===== config.mk =====
export PLATFORM = sky130hd
export DESIGN_NAME = time_set_ctrl
export DESIGN_NICKNAME = d
export VERILOG_FILES = /design/src/rtl/clock_pkg.sv /design/src/rtl/btn_debounce.sv /design/src/rtl/time_set_ctrl.sv
export SDC_FILE = /design/constraint.sdc
export NUM_CORES = 1
export LEC_CHECK = 0
export BUFFER_PORTS_ARGS = -buffer_cell sky130_fd_sc_hd__buf_2
export CAP_MARGIN = 10
export CORE_ASPECT_RATIO = 1.2
export CORE_MARGIN = 4
export CORE_UTILIZATION = 56
export CTS_CLUSTER_DIAMETER = 50
export DETAILED_ROUTE_END_ITERATION = 16
export PLACE_DENSITY = 0.76
export SYNTH_ARGS = -nofsm -noshare
export SYNTH_HDL_FRONTEND = slang
export SYNTH_SLANG_ARGS = --single-unit

===== constraint.sdc =====
create_clock -name clk -period 1.5 [get_ports clk]
set_clock_uncertainty 0.1 [all_clocks]
set_input_delay 0.225 -clock clk [delete_from_list [all_inputs] [get_ports clk]]
set_output_delay 0.225 -clock clk [all_outputs]
set_load 0.02 [all_outputs]

===== src/rtl/clock_pkg.sv =====
// Field-selector encoding shared by the setting controller, the BCD counter and the display path.
package clock_pkg;

  localparam logic [2:0] SEL_SS   = 3'd0;
  localparam logic [2:0] SEL_MM   = 3'd1;
  localparam logic [2:0] SEL_HH   = 3'd2;
  localparam logic [2:0] SEL_DD   = 3'd3;
  localparam logic [2:0] SEL_MO   = 3'd4;
  localparam logic [2:0] SEL_YYYY = 3'd5;
  localparam logic [2:0] SEL_RUN  = 3'd7;

  typedef enum logic [2:0] {
    FLD_SS   = SEL_SS,
    FLD_MM   = SEL_MM,
    FLD_HH   = SEL_HH,
    FLD_DD   = SEL_DD,
    FLD_MO   = SEL_MO,
    FLD_YYYY = SEL_YYYY,
    FLD_RUN  = SEL_RUN
  } field_e;

  // Order in which the mode button walks the editable fields.
  function automatic field_e next_field(input field_e f);
    case (f)
      FLD_RUN:  return FLD_SS;
      FLD_SS:   return FLD_MM;
      FLD_MM:   return FLD_HH;
      FLD_HH:   return FLD_DD;
      FLD_DD:   return FLD_MO;
      FLD_MO:   return FLD_YYYY;
      FLD_YYYY: return FLD_RUN;
      default:  return FLD_RUN;
    endcase
  endfunction

endpackage


===== src/rtl/btn_debounce.sv =====
// One push-button path: 2-FF synchronizer, stable-count debouncer and rising-edge press strobe.
module btn_debounce #(
  parameter int unsigned DEBOUNCE_CYCLES = 20
) (
  input  logic clk,
  input  logic rst,
  input  logic raw,
  output logic level,
  output logic press
);

  localparam int unsigned CW = (DEBOUNCE_CYCLES > 2) ? $clog2(DEBOUNCE_CYCLES) : 1;
  localparam logic [CW-1:0] CNT_LAST = CW'(DEBOUNCE_CYCLES - 1);

  logic          sync1;
  logic          sync2;
  logic          prev;
  logic [CW-1:0] cnt;

  always_ff @(posedge clk or posedge rst) begin
    if (rst) begin
      sync1 <= 1'b0;
      sync2 <= 1'b0;
      level <= 1'b0;
      prev  <= 1'b0;
      cnt   <= '0;
    end else begin
      sync1 <= raw;
      sync2 <= sync1;
      prev  <= level;
      // Accept a new level only after it has differed for DEBOUNCE_CYCLES cycles in a row.
      if (sync2 == level) begin
        cnt <= '0;
      end else if (cnt == CNT_LAST) begin
        level <= sync2;
        cnt   <= '0;
      end else begin
        cnt <= cnt + CW'(1);
      end
    end
  end

  assign press = level & ~prev;

endmodule


===== src/rtl/time_set_ctrl.sv =====
// Setting controller: mode FSM over the editable fields, one-step up/down request latch, blink flag.
module time_set_ctrl
  import clock_pkg::*;
#(
  parameter int unsigned DEBOUNCE_CYCLES = 20
) (
  input  logic       clk,
  input  logic       rst,
  input  logic       tick_1hz,
  input  logic       btn_mode,
  input  logic       btn_up,
  input  logic       btn_down,
  output logic [2:0] select_item,
  output logic       up,
  output logic       down,
  output logic       blink
);

  field_e state, state_n;
  logic   pend_up, pend_up_n;
  logic   pend_dn, pend_dn_n;
  logic   blink_n;
  logic   lvl_mode, lvl_up, lvl_dn;
  logic   press_mode, press_up, press_dn;

  btn_debounce #(.DEBOUNCE_CYCLES(DEBOUNCE_CYCLES)) u_mode (
    .clk(clk), .rst(rst), .raw(btn_mode), .level(lvl_mode), .press(press_mode)
  );
  btn_debounce #(.DEBOUNCE_CYCLES(DEBOUNCE_CYCLES)) u_up (
    .clk(clk), .rst(rst), .raw(btn_up), .level(lvl_up), .press(press_up)
  );
  btn_debounce #(.DEBOUNCE_CYCLES(DEBOUNCE_CYCLES)) u_down (
    .clk(clk), .rst(rst), .raw(btn_down), .level(lvl_dn), .press(press_dn)
  );

  always_ff @(posedge clk or posedge rst) begin
    if (rst) begin
      state   <= FLD_RUN;
      pend_up <= 1'b0;
      pend_dn <= 1'b0;
      blink   <= 1'b0;
    end else begin
      state   <= state_n;
      pend_up <= pend_up_n;
      pend_dn <= pend_dn_n;
      blink   <= blink_n;
    end
  end

  // A press seen in a tick cycle overrides the tick clear, so it is held for the following tick.
  always_comb begin
    state_n   = state;
    pend_up_n = pend_up;
    pend_dn_n = pend_dn;
    blink_n   = blink;
    if (press_mode) begin
      state_n   = next_field(state);
      pend_up_n = 1'b0;
      pend_dn_n = 1'b0;
      blink_n   = 1'b0;
    end else if (state == FLD_RUN) begin
      pend_up_n = 1'b0;
      pend_dn_n = 1'b0;
      blink_n   = 1'b0;
    end else begin
      if (tick_1hz) begin
        pend_up_n = 1'b0;
        pend_dn_n = 1'b0;
        blink_n   = ~blink;
      end
      if (press_up && !press_dn) begin
        pend_up_n = 1'b1;
        pend_dn_n = 1'b0;
      end else if (press_dn && !press_up) begin
        pend_up_n = 1'b0;
        pend_dn_n = 1'b1;
      end
    end
  end

  assign select_item = state;
  assign up          = pend_up;
  assign down        = pend_dn;

  a_press_mode : assert property (@(posedge clk) disable iff (rst) press_mode |-> lvl_mode);
  a_press_up   : assert property (@(posedge clk) disable iff (rst) press_up |-> lvl_up);
  a_press_dn   : assert property (@(posedge clk) disable iff (rst) press_dn |-> lvl_dn);
  a_exclusive  : assert property (@(posedge clk) disable iff (rst) !(pend_up && pend_dn));

endmodule


# ---- After elaboration in Yosys (flattened, before gate mapping)
# Index checks and enable logic that the tools add are counted.
dict set report totals {
  out_inout_bits 6
  ff_bits 33
  inputBits 6
  elab_cells 72
}
dict set report op_classes {
  n_eq_ne 11
  n_bitwise 10
  n_mux 19
  reduce_logical 10
  addsub 3
}
# operator n
set ops {}
lappend ops {{two-way mux 5 bit} 6}
lappend ops {{one-hot mux 3 bit (6 select lines)} 1}
lappend ops {{adder 5 x 1 -> 5 bit (second input constant)} 3}
lappend ops {{== test 5 bit (second input constant)} 3}
lappend ops {{two-way mux 1 bit} 12}
lappend ops {{NOT 1 bit} 7}
lappend ops {{== test 3 x 2 -> 1 bit (second input constant)} 2}
lappend ops {{== test 3 bit (second input constant)} 2}
lappend ops {{AND reduction 2 bit} 3}
lappend ops {{nonzero test 5 bit} 1}
lappend ops {{AND 1 bit} 3}
lappend ops {{== test 1 bit} 3}
lappend ops {{== test 3 x 1 -> 1 bit (second input constant)} 1}
lappend ops {{zero test 3 bit} 1}
lappend ops {{nonzero test 3 bit} 1}
lappend ops {{logical AND 1 bit} 2}
lappend ops {{zero test 1 bit} 2}

# ---- Logic depth before layout (Yosys ltp)
# Gate-level depths: netlist of the first run.
dict set report logic_depth {
  word_depth 8
  ltp_mapped 4
  ltp_nobuf 4
}

# ---- Modules after synthesis
# Synthesis of the first run repeated with hierarchy kept, for this count alone.
dict set report unflattened {
  cells_unflattened 105
  area_unflattened_um2 1321.3
}
# module area_each_um2 seq_area_each_um2 n_inst cells_per_inst
set by_module_without_submodules {}
lappend by_module_without_submodules {btn_debounce 354.1 225.2 3 27}
lappend by_module_without_submodules {time_set_ctrl 259.0 153.9 1 24}

# ---- Least setup slack after synthesis of the first run
# OpenSTA, ideal clock, no wires.
dict set report synth_timing {
  path_kind {reg-to-reg}
  start {reg u_up.cnt[0]}
  end {reg u_up.level}
  setup_ns 0.125
  required_time_ns 1.275
  period_less_slack_ns 1.284
  t_arrival_ns 1.059
  slack_ns 0.216
  n_path_buf 0
  stages_incl_launch_ff 5
  path_cell_list {dfrtp_1 > ha_1 > nand2_2 > nor3_2 > mux2_2}
}
dict set report synth_between {
  elab_chain_len 2
}
# element line
set synth_rtl {}
lappend synth_rtl {{from (decl)} btn_debounce.sv:18} ;# logic [CW-1:0] cnt;
lappend synth_rtl {{from (signal assigned)} btn_debounce.sv:38} ;# cnt <= cnt + CW'(1);
lappend synth_rtl {{== test 5 bit} btn_debounce.sv:34} ;# end else if (cnt == CNT_LAST) begin
lappend synth_rtl {{AND reduction 2 bit (no line)} -}
lappend synth_rtl {{to (signal assigned)} btn_debounce.sv:35} ;# level <= sync2;
lappend synth_rtl {{to (decl)} btn_debounce.sv:8} ;# output logic level,
# Every way passes these cells.
# A chain may end at the register's enable or synchronous reset.

# ---- Worst setup path in the final report of the first run
dict set report layout_timing {
  start {reg state[0], in the netlist select_item[0]}
  end {out select_item[0]}
}
# element line
set layout_rtl {}
lappend layout_rtl {{from (decl)} time_set_ctrl.sv:19} ;# field_e state, state_n;
lappend layout_rtl {{from (signal assigned)} time_set_ctrl.sv:43} ;# state <= state_n;
lappend layout_rtl {{to (decl)} time_set_ctrl.sv:13} ;# output logic [2:0] select_item,
# No word-level cell between the ends.

==> results of run 1 <==
## layout by cell type (no fill, tap or decap), types with 2 or more instances in the layout
master / netlist / final
dfrtp_1: 30 / 30
nor2_1: 17 / 17
buf_2: 0 / 11
xor2_1: 9 / 9
nand3_1: 8 / 8
xnor2_1: 6 / 6
clkbuf_4: 0 / 5
inv_1: 4 / 4
dlygate4sd3_1: 0 / 4
nand2_2: 3 / 3
nor3_2: 3 / 3
mux2_2: 3 / 3
ha_1: 3 / 3
dfstp_2: 3 / 3
nand2_1: 2 / 2
o31ai_2: 3 / 2
nor2b_1: 2 / 2
nand2b_1: 2 / 2
clkbuf_8: 0 / 2
## flip-flops by register name, indices dropped and copies added (netlist names), 3 cells and up
register and count:
u_down.cnt 5, u_mode.cnt 5, u_up.cnt 5, select_item 3
## where the power goes
part,switching [mW],internal [mW]
Combinational,0.0762,0.0589
Sequential,0.0306,0.931
Clock,0.277,0.271
Total,0.384,1.26
## kinds of logic after synthesis
kind of cell | after synthesis
buf+inv | 4
xor+xnor | 15
compound gates | 7
fa+ha+maj | 4
simple gates | 39
mux | 3
flops | 33
## through the flow
stage / worst slack, ns / hold WS [ns] / power (mW)
floorplan: 0.216 / 0.156 / 1.07
global placement: 0.158 / 0.222 / 1.10
detailed placement: 0.114 / 0.225 / 1.11
CTS: 0.0749 / 0.0870 / 1.66
global route: 0.00627 / 0.112 / 1.73
finish: 0.0838 / 0.0914 / 1.65
## timing repair
| action | in CTS | in global routing |
|---|---|---|
| endpoints found under the setup margin | 0 | 1 |
| hold endpoints to repair | 33 | 0 |
| hold buffers | 4 | 0 |
| resized for setup | 0 | 1 |
## layer usage
layer / vias to the layer above / track usage [%] / share of wire (%)
li1: 391 / - / -
met5: - / 0 / 0
met2: 16 / 20.6 / 47
met3: 8 / 5.81 / 5.7
met1: 377 / 16.2 / 45
met4: 0 / 7.66 / 2.5
## cell type report
cell class / count / area [sq um] / area share (%)
clock inverter: 1 / 5.00 / 0.322
timing repair buffer: 16 / 103 / 6.60
sequential: 33 / 830 / 53.3
inverter: 4 / 15.0 / 0.965
multi-input combinational: 68 / 499 / 32.1
clock buffer: 7 / 65.1 / 4.18
tap: 31 / 38.8 / 2.49
## final timing paths
check,from,end,cells after the start
max,select_item[0],select_item[0],1
max in group asynchronous,rst,select_item[2],4
max reg2reg,u_mode.cnt[0],u_mode.level,4
min,tick_1hz,blink,3
min in group asynchronous,rst,u_mode.level,4
min reg2reg,u_up.sync1,u_up.sync2,0
==> metrics.md, run 1 <==
| Metric | Value |
|---|---|
| Outcome | finished clean |
| Share of cells above drive strength 1 | a little under a third |
| Post-synthesis sequential area ratio | 62.1% |
| Top FF cell, synth | dfrtp_1 |
| Setup violators final | 0 |
| Setup CP Type | flop to output pin |
| CTS root buf | clkbuf_4 |
| FP Rows | 19 |
| Top cells by area, synth | dfrtp_1 56%, dfstp_2 5.9%, xor2_1 5.9%, nor2_1 4.8%, xnor2_1 3.9% |
| Leak Pwr | 0.759 nW |
| GP Congestion | 0.707 |
| Bufs and invs on worst path | 1 |
| Core Util, Final | 68.1% |
| Critical path cell sequence | buf_2 |
| Post-route minimum period | 1.42 ns |
| DP HPWL | 1.26 mm |
| Vias per std cell | 4.95 |
| Iteration count of the initial detailed-routing pass | 3 |
| Final Routed Wirelength | approximately 1.8 mm |
| Post-Synth Adder-Cell Area | 3.66% |
| HP Class | input pin to flop |
| Final Hold Violating Endpoints | 0 |
| #FFs+latches synth | 33 |
| Fmax achieved | 706 MHz |
| Synth Area in Simple Gates | 15.9% |
| Die Ht | 61.5 um |
| Number of synthesized flops with an enable pin | 0 |
| Clk sinks | 33 |
| Power Density | around 1100 mW/mm^2 |
| Die ar. | 0.00323 sq mm |
| Largest family of logic cells by synthesized area | simple AND/OR/NAND/NOR gates |
| CP max FO | 6 |
| First-pass GRT wire length | 3.10 mm |
| Setup TNS | 0 ns |
| Later-pin clock latency in the skew report | 0.33 ns |
| Crit path launch type | flop |
| Fin. max-slew vios | 0 |
| CP Data Arrival Time | 1.09 ns |
| Clk slew on worst S/H paths | 0.09 ns |
| CTS tree | yes |
| Die width | 52.6 um |
| Synth Cell Area | 0.00134 sq mm |
| Slowest-stage cell, CP | dfstp_2 |
| All-Layer GR Usage | 13.5% |
| ANT cells | 0 |
| Critical Path End Type | output pin |
| XOR/XNOR Fraction of Synth Area | 9.84% |
| Initial antenna violation count | 0 |
| Inst Count DP | approximately 150 |
| Largest net degree at the start of global routing | 34 |
| # IOs | 12 |
| Placed Instance Area | 0.00144 sq mm |
| Post-DRT Antenna Nets | 0 |
| R2R Setup Slk | 0.13 ns |
| Synthesized instance count | roughly 110 |
| Actual slew at the worst max-slew pin | around 0.40 ns |
| TritonCTS buffer count | 5 |
| Fillers | 178 |
| Cell area after layout | 0.00156 sq mm |
| Vias in the first global route | 734 |
| Routed vias | around 790 |
| Initial core utilization | 58.5% |
| Most used standard cell by instance count after synthesis | dfrtp_1 |
| Maximum vdd drop | 0.714 mV |
| # DRC | 0 |
| Drt initial violations | 6 |
| Htree depth | 2 |
| Maxcap violations | 0 |
| Core area | 0.00228 sq mm |
| Port bufs | 11 |
| NumNets Final | 137 |
| Yosys warnings | 0 |
| Final Cycle Share | 94.4% |
| Synth async-reset ratio | 100% |
| Proportion of synthesized area in mux cells | 2.53% |
| Yosys top cell by area | dfrtp_1 |
| Final cell count without fillers | 160 |
| CTS Buffer Depth | 2 |
| Post-synthesis compound-gate area fraction | 4.78% |
| Critical Path RT | 1.17 ns |
| Syn-to-layout area delta | 16.5% |
| Gr ovfl total | 0 |
| Synth cell types | 22 |
| Commonest cells in the netlist | 30 x dfrtp_1, 17 x nor2_1, 9 x xor2_1 |
| RSZ-0062 raised after global routing | false |
| Post-CTS setup buffer count | 0 |
| Top delay family on crit path | flip-flops |
| Critical Path Max Stage Delay | roughly 0.6 ns |
| Slew HR | 73.4% |
| Synthesized area per cell | 12.7 sq um |
| Routed len/inst | roughly 11 um |
| Synth Net Count | 114 |
| Post-synth top area share | 56.2% |
Power figures use the tool's default switching activity.
==> inputs of run 2 (changes only) <==
Settings changed: SYNTH_HIERARCHICAL set to 1.
==> run 2 against run 1 <==
First-iteration DRC count decreased by 50%. Combinational power decreased by 4%. Sequential power about the same. Sequential share of layout area decreased by 0.086 points. Fmax rose by 0.65%. Critical path depth is the same. Hold slack improved by 0.0063 ns. Critical endpoint is now select_item[1]. Largest power group unchanged.
==> metrics.md, run 2 <==
| Metric | Value |
|---|---|
| NumNets Final | 136 (-0.73%) |
| All-Layer GR Usage | 16.9% (+3.3 points) |
| # IOs | 12 (unchanged) |
| Crit path launch type | flop |
| Register area | 830 sq um (unchanged) |
| Slew HR | 77.9% (+4.6 points) |
| Fmax achieved | 711 MHz (+0.65%) |
| Most common cell after layout, fill and taps aside | dfrtp_1 |
| Htree depth | 2 (unchanged) |
| Most frequent cells in the layout | 30 x dfrtp_1, 12 x nor2_1, 11 x buf_2 |
| Final Cycle Share | 93.8% (-0.61 points) |
| Routed vias | 804 (+1.5%) |
| Slowest-stage cell, CP | dfstp_2 |
| Drt initial violations | 3 (-3) |
| Gr ovfl total | 0 (unchanged) |
| Syn-to-layout area delta | 17.9% |
| Synthesized instance count | 105 (unchanged) |
| Routed len/inst | 12.8 um (+17%) |
| Top flop regs | u_down/cnt x5, u_mode/cnt x5, u_up/cnt x5 |
| FP Rows | 19 (unchanged) |
| Yosys warnings | 6 (+6) |
| Clk slew on worst S/H paths | 0.10 ns (about the same) |
| Critical Path End Type | output pin |
| Final Routed Wirelength | 2.03 mm (+16%) |
| Leak Pwr | 0.770 nW (+1.4%) |
| Number of synthesized flops with an enable pin | 0 (unchanged) |
| Post-synth top area share | 56.8% (+0.59 points) |
| # DRC | 0 (unchanged) |
| Actual slew at the worst max-slew pin | 0.330 ns (-0.0663 ns) |
| Iteration count of the initial detailed-routing pass | 3 (unchanged) |
| HP Class | input pin to flop |
| First-pass GRT wire length | 3.74 mm (+21%) |
| Core area | 0.00228 sq mm (unchanged) |
| Synth Net Count | 114 (unchanged) |
| Post-route minimum period | 1.41 ns (-0.00913 ns) |
| Top delay family on crit path | flip-flops |
| Critical Path Max Stage Delay | 0.58 ns (about the same) |
| Die width | 52.3 um (-0.44%) |
| CTS root buf | clkbuf_4 |
| Maximum vdd drop | 1.15 mV (+61%) |
| DP HPWL | 1.49 mm (+18%) |
| #FFs+latches synth | 33 (unchanged) |
| RSZ-0062 raised after global routing | false |
| Synthesized area per cell | 12.6 sq um (-1.0%) |
| Die ar. | 0.00320 sq mm (-0.88%) |
| Worst setup margin | 0.0930 ns (+0.00913 ns) |
| Post-synthesis sequential area ratio | 62.8% (+0.65 points) |
| Setup violators final | 0 (unchanged) |
| Top cells by area, synth | dfrtp_1 57%, dfstp_2 6.0%, xnor2_1 6.0%, xor2_1 4.0%, nor2_1 3.4% |
| Initial antenna violation count | 0 (unchanged) |
| Core Util, Final | 68.3% (+0.11 points) |
| Bufs and invs on worst path | 1 (unchanged) |
| Post-DRT Antenna Nets | 0 (unchanged) |
| TritonCTS buffer count | 5 (unchanged) |
| Outcome | finished clean |
| Maxcap violations | 0 (unchanged) |
| Port bufs | 11 (unchanged) |
| Post-Place Worst Slack | 0.138 ns (+0.0233 ns) |
| Power Density | 1220 mW/mm^2 (+15%) |
| Cell area after layout | 0.00156 sq mm (+0.16%) |
| Share of cells above drive strength 1 | 21.9% (-8.4 points) |
| Post-CTS sizing | 0 (unchanged) |
| Placed Instance Area | 0.00142 sq mm (-1.5%) |
| Later-pin clock latency in the skew report | 0.33 ns (about the same) |
| CP Data Arrival Time | 1.08 ns (about the same) |
| Critical path cell sequence | buf_2 |
| CTS Buffer Depth | 2 (unchanged) |
| Synth Cell Area | 0.00132 sq mm (-1.0%) |
| Final Hold Violating Endpoints | 0 (unchanged) |
| Most used standard cell by instance count after synthesis | dfrtp_1 |
| Initial core utilization | 57.9% (-0.60 points) |
| Area occupied by multi-input gates | 473 sq um (-5.3%) |
| Synth async-reset ratio | 100% (unchanged) |
| Largest net degree at the start of global routing | 12 (-65%) |
| Yosys top cell by area | dfrtp_1 |
| Setup TNS | 0 ns (unchanged) |
| Die Ht | 61.2 um (-0.45%) |
| Top FF cell, synth | dfrtp_1 |
| Vias per std cell | 5.06 (+2.2%) |
| CTS tree | yes |
| Clk sinks | 33 (unchanged) |
| Fin. max-slew vios | 0 (unchanged) |
| Commonest cells in the netlist | 30 x dfrtp_1, 12 x nor2_1, 9 x xnor2_1 |
| Critical Path RT | 1.17 ns (about the same) |
| GP Congestion | 0.765 (+8.2%) |
| Setup CP Type | flop to output pin |
| Synth cell types | 18 (-18%) |
| CP max FO | 5 (-1) |
| Vias in the first global route | 894 (+22%) |
| Fillers | 185 (+3.9%) |
| ANT cells | 0 (unchanged) |
run 2: final timing paths:
check	start	to	slack, ns	cells after the start
min reg2reg	u_down/sync1	u_down/sync2	0.26	0
max reg2reg	u_mode/cnt[0]	u_mode/level	0.12	4
max in group asynchronous	rst	u_mode/cnt[4]	0.72	3
min in group asynchronous	rst	blink	0.29	3
min	tick_1hz	blink	0.1	3
max	select_item[1]	select_item[1]	0.09	1
run 2: report_power, final:
group	leakage (nW)	internal [mW]	switching, mW
Sequential	0.426	0.931	0.0315
Clock	0.0552	0.516	0.292
Combinational	0.288	0.0563	0.0741
Total	0.770	1.50	0.398
run 2: final cells by class:
type / count / area share (%)
flip-flops and latches: 33 / 53.3
repair buffers: 15 / 6.10
multi-input cells: 67 / 30.4
clock inverters: 3 / 4.18
inverters: 5 / 1.20
clock buffers: 5 / 2.41
well taps: 31 / 2.49
run 2: what timing repair did:
| action | 4_1_cts | 5_1_grt |
|---|---|---|
| hold endpoints to repair | 36 | 0 |
| hold buffers | 4 | 0 |
| endpoints found under the setup margin | 0 | 0 |
| buffers inserted | 0 | 0 |
run 2: cell families (layout without fill, tap and decap cells):
group / count (synthesis) / after routing / synth area share, %
AOI/OAI and AO/OA: 7 / 7 / 4.64
xor gates and xnor gates: 15 / 15 / 9.94
adders and majority gates: 3 / 3 / 2.84
buffers and inverters: 5 / 28 / 1.42
DFF: 33 / 33 / 62.8
muxes: 3 / 3 / 2.56
and+or+nand+nor: 39 / 39 / 15.8
run 2: per-layer routing:
metal	share of wire, %	track usage, %	wire (um)	up-vias
li1	-	-	-	388
met1	40	17.6	816	396
met2	52	28.9	1060	14
met3	4.8	7.26	98	6
met4	2.9	8.76	58	0
met5	0	0	0	-
run 2: stage by stage:
step	std cells	power, mW	hold slack, ns
4_1_cts	159	1.93	0.0765
3_3_place_gp	147	1.10	0.0776
6_report	159	1.90	0.0977
5_1_grt	159	2.00	0.0975
2_1_floorplan	105	1.06	-0.0862
3_5_place_dp	147	1.11	0.0767
==> inputs of run 3 (changes only) <==
Settings changed: CORE_ASPECT_RATIO 1.2 to unset.
==> run 3 against run 2 <==
Die area hardly changed. Cell area is 3.3% lower. Cell count is 2.5% lower. Largest cell class unchanged. Largest power group unchanged. Highest routed layer unchanged.
==> metrics.md, run 3 (synthesized netlist as in run 2, its figures left out) <==
| Metric | Value |
|---|---|
| Area occupied by multi-input gates | 473 sq um (unchanged) |
| HP Class | input pin to flop |
| Slowest-stage cell, CP | dfrtp_1 |
| Port bufs | 11 (unchanged) |
| Later-pin clock latency in the skew report | 0.32 ns (about the same) |
| CTS root buf | clkbuf_4 |
| Htree depth | 2 (unchanged) |
| Iteration count of the initial detailed-routing pass | 3 (unchanged) |
| Reg power frac | 61.2% (+11 points) |
| Critical Path Max Stage Delay | 0.38 ns (-0.20 ns) |
| Post-Place Worst Slack | 0.0666 ns (-0.0709 ns) |
| TritonCTS buffer count | 5 (unchanged) |
| R2R cell count | 4 (unchanged) |
| Most common cell after layout, fill and taps aside | dfrtp_1 |
| Critical Path End Type | flop |
| CP Data Arrival Time | 1.52 ns (+0.44 ns) |
| Drt initial violations | 8 (+5) |
| CTS Buffer Depth | 2 (unchanged) |
| Critical Path RT | 1.60 ns (+0.43 ns) |
| Initial antenna violation count | 0 (unchanged) |
| Die Ht | 56.6 um (-7.6%) |
| Die width | 56.6 um (+8.1%) |
| Core area | 0.00223 sq mm (-2.1%) |
| FP Rows | 17 (-2) |
| Maxcap violations | 0 (unchanged) |
| Most frequent cells in the layout | 30 x dfrtp_1, 12 x nor2_1, 11 x buf_2 |
| Final Hold Violating Endpoints | 0 (unchanged) |
| Worst setup margin | 0.0842 ns (-0.00871 ns) |
| Final cell count without fillers | 155 (-2.5%) |
| R2R Setup Slk | 0.08 ns (-0.04 ns) |
| # IOs | 12 (unchanged) |
| RSZ-0062 raised after global routing | false |
| Top flop regs | u_down/cnt x5, u_mode/cnt x5, u_up/cnt x5 |
| Clk sinks | 33 (unchanged) |
| Clock power frac | 30.6% (-12 points) |
| ANT cells | 0 (unchanged) |
| Inst Count DP | 144 (-2.0%) |
| Comb pwr share | 8.2% (+1.3 points) |
| Core Util, Final | 67.5% (-0.81 points) |
| Power Density | 1040 mW/mm^2 (-15%) |
| Actual slew at the worst max-slew pin | 0.329 ns (-0.000993 ns) |
| Final Routed Wirelength | 1.92 mm (-5.5%) |
| Fmax achieved | 706 MHz (-0.62%) |
| Cell area after layout | 0.00151 sq mm (-3.3%) |
| Maximum vdd drop | 0.825 mV (-28%) |
| Share of cells above drive strength 1 | 20.5% (-1.4 points) |
| Gr ovfl total | 0 (unchanged) |
| Register area | 830 sq um (unchanged) |
| CP max FO | 3 (-2) |
| Post-CTS sizing | 0 (unchanged) |
| Clk slew on worst S/H paths | 0.09 ns (about the same) |
| DP HPWL | 1.40 mm (-5.9%) |
| Final Cycle Share | 94.4% (+0.58 points) |
| Crit path launch type | flop |
| GP Congestion | 0.765 (about the same) |
| Fillers | 185 (unchanged) |
| Setup TNS | 0 ns (unchanged) |
| Syn-to-layout area delta | 14.0% |
| All-Layer GR Usage | 15.4% (-1.5 points) |
| # DRC | 0 (unchanged) |
| Hold Path Depth | 3 (unchanged) |
| Internal power | 1.21 mW (-20%) |
| Reg2reg start | u_down/cnt[0] |
| Fin. max-slew vios | 0 (unchanged) |
| Outcome | finished clean |
| Critical path cell sequence | ha_1 -> nand2_1 -> nor3_2 -> mux2_1 |
| Vias in the first global route | 865 (-3.2%) |
| First-pass GRT wire length | 3.63 mm (-2.9%) |
| Setup violators final | 0 (unchanged) |
| Switching portion of total power | 23.1% (+2.2 points) |
| Vias per std cell | 5.03 (-0.61%) |
| Slew HR | 78.0% (about the same) |
| Leak Pwr | 0.746 nW (-3.1%) |
| Worst reg2reg path endpoint | u_down/level |
| CTS tree | yes |
| Routed vias | 779 (-3.1%) |
| NetSw | 363 uW (-8.7%) |
| Largest net degree at the start of global routing | 10 (-2) |
| Initial core utilization | 59.2% (+1.3 points) |
| NumNets Final | 136 (unchanged) |
| Placed Instance Area | 0.00141 sq mm (-0.27%) |
| Setup CP Type | flop to flop |
| Hold Crit Start | tick_1hz |
| Routed len/inst | 12.4 um (-3.0%) |
| Post-DRT Antenna Nets | 0 (unchanged) |
| Post-route minimum period | 1.42 ns (+0.00871 ns) |
| WHS Endpoint | blink |
| Die ar. | 0.00320 sq mm (about the same) |
-- run 3: changes by cell type in the layout (fill, tap and decap cells not counted), sizes merged --
cell,delta
bufinv,-2
clkinv,-1
clkbuf,+2
-- run 3: metal layers --
metal	vias to the layer above	routed length, um	track usage (%)
li1	384	-	-
met1	373	813	16.5
met2	15	968	24.4
met3	7	80	5.75
met4	0	57	11.9
met5	-	0	0
-- run 3: repair_timing --
| item | in CTS | in global routing |
|---|---|---|
| setup buffers | 0 | 0 |
| hold endpoints to repair | 36 | 0 |
| hold buffers | 4 | 0 |
-- run 3: power by group through the flow --
stage,Sequential (mW),Combinational (mW),Clock (mW)
finish,0.962,0.129,0.481
global placement,0.977,0.120,0
CTS,0.962,0.134,0.510
floorplan,0.993,0.0674,0
global route,0.967,0.146,0.563
detailed placement,0.980,0.124,0
-- run 3: metrics by stage --
stage,hold WS (ns),power [mW]
global route,0.0694,1.68
detailed placement,0.0873,1.10
CTS,0.0664,1.61
global placement,0.0847,1.10
finish,0.0904,1.57
floorplan,-0.0862,1.06
-- run 3: cell type report --
cell class / instances / area share [%]
clock buffers: 7 / 3.65
inverters: 5 / 1.25
multi-input cells: 67 / 31.4
flip-flops and latches: 33 / 55.1
well taps: 28 / 2.33
repair buffers: 15 / 6.31
-- run 3: worst max-delay path by stage --
stage / from / cells after the start / endpoint / slack, ns
2_1_floorplan: u_down/cnt[0] / 4 / u_down/level / 0.22
3_3_place_gp: u_down/cnt[0] / 4 / u_down/level / 0.16
3_5_place_dp: u_down/cnt[0] / 4 / u_down/level / 0.07
4_1_cts: u_down/cnt[0] / 4 / u_down/level / 0.06
5_1_grt: u_mode/cnt[0] / 4 / u_mode/level / 0.004
6_report: u_down/cnt[0] / 4 / u_down/level / 0.08
-- run 3: critical path, delay by kind of cell (launching register included) --
family        cells  cell delay (ns)
simple gates      2             0.25
mux               1             0.34
flops             1             0.38
fa+ha+maj         1             0.22
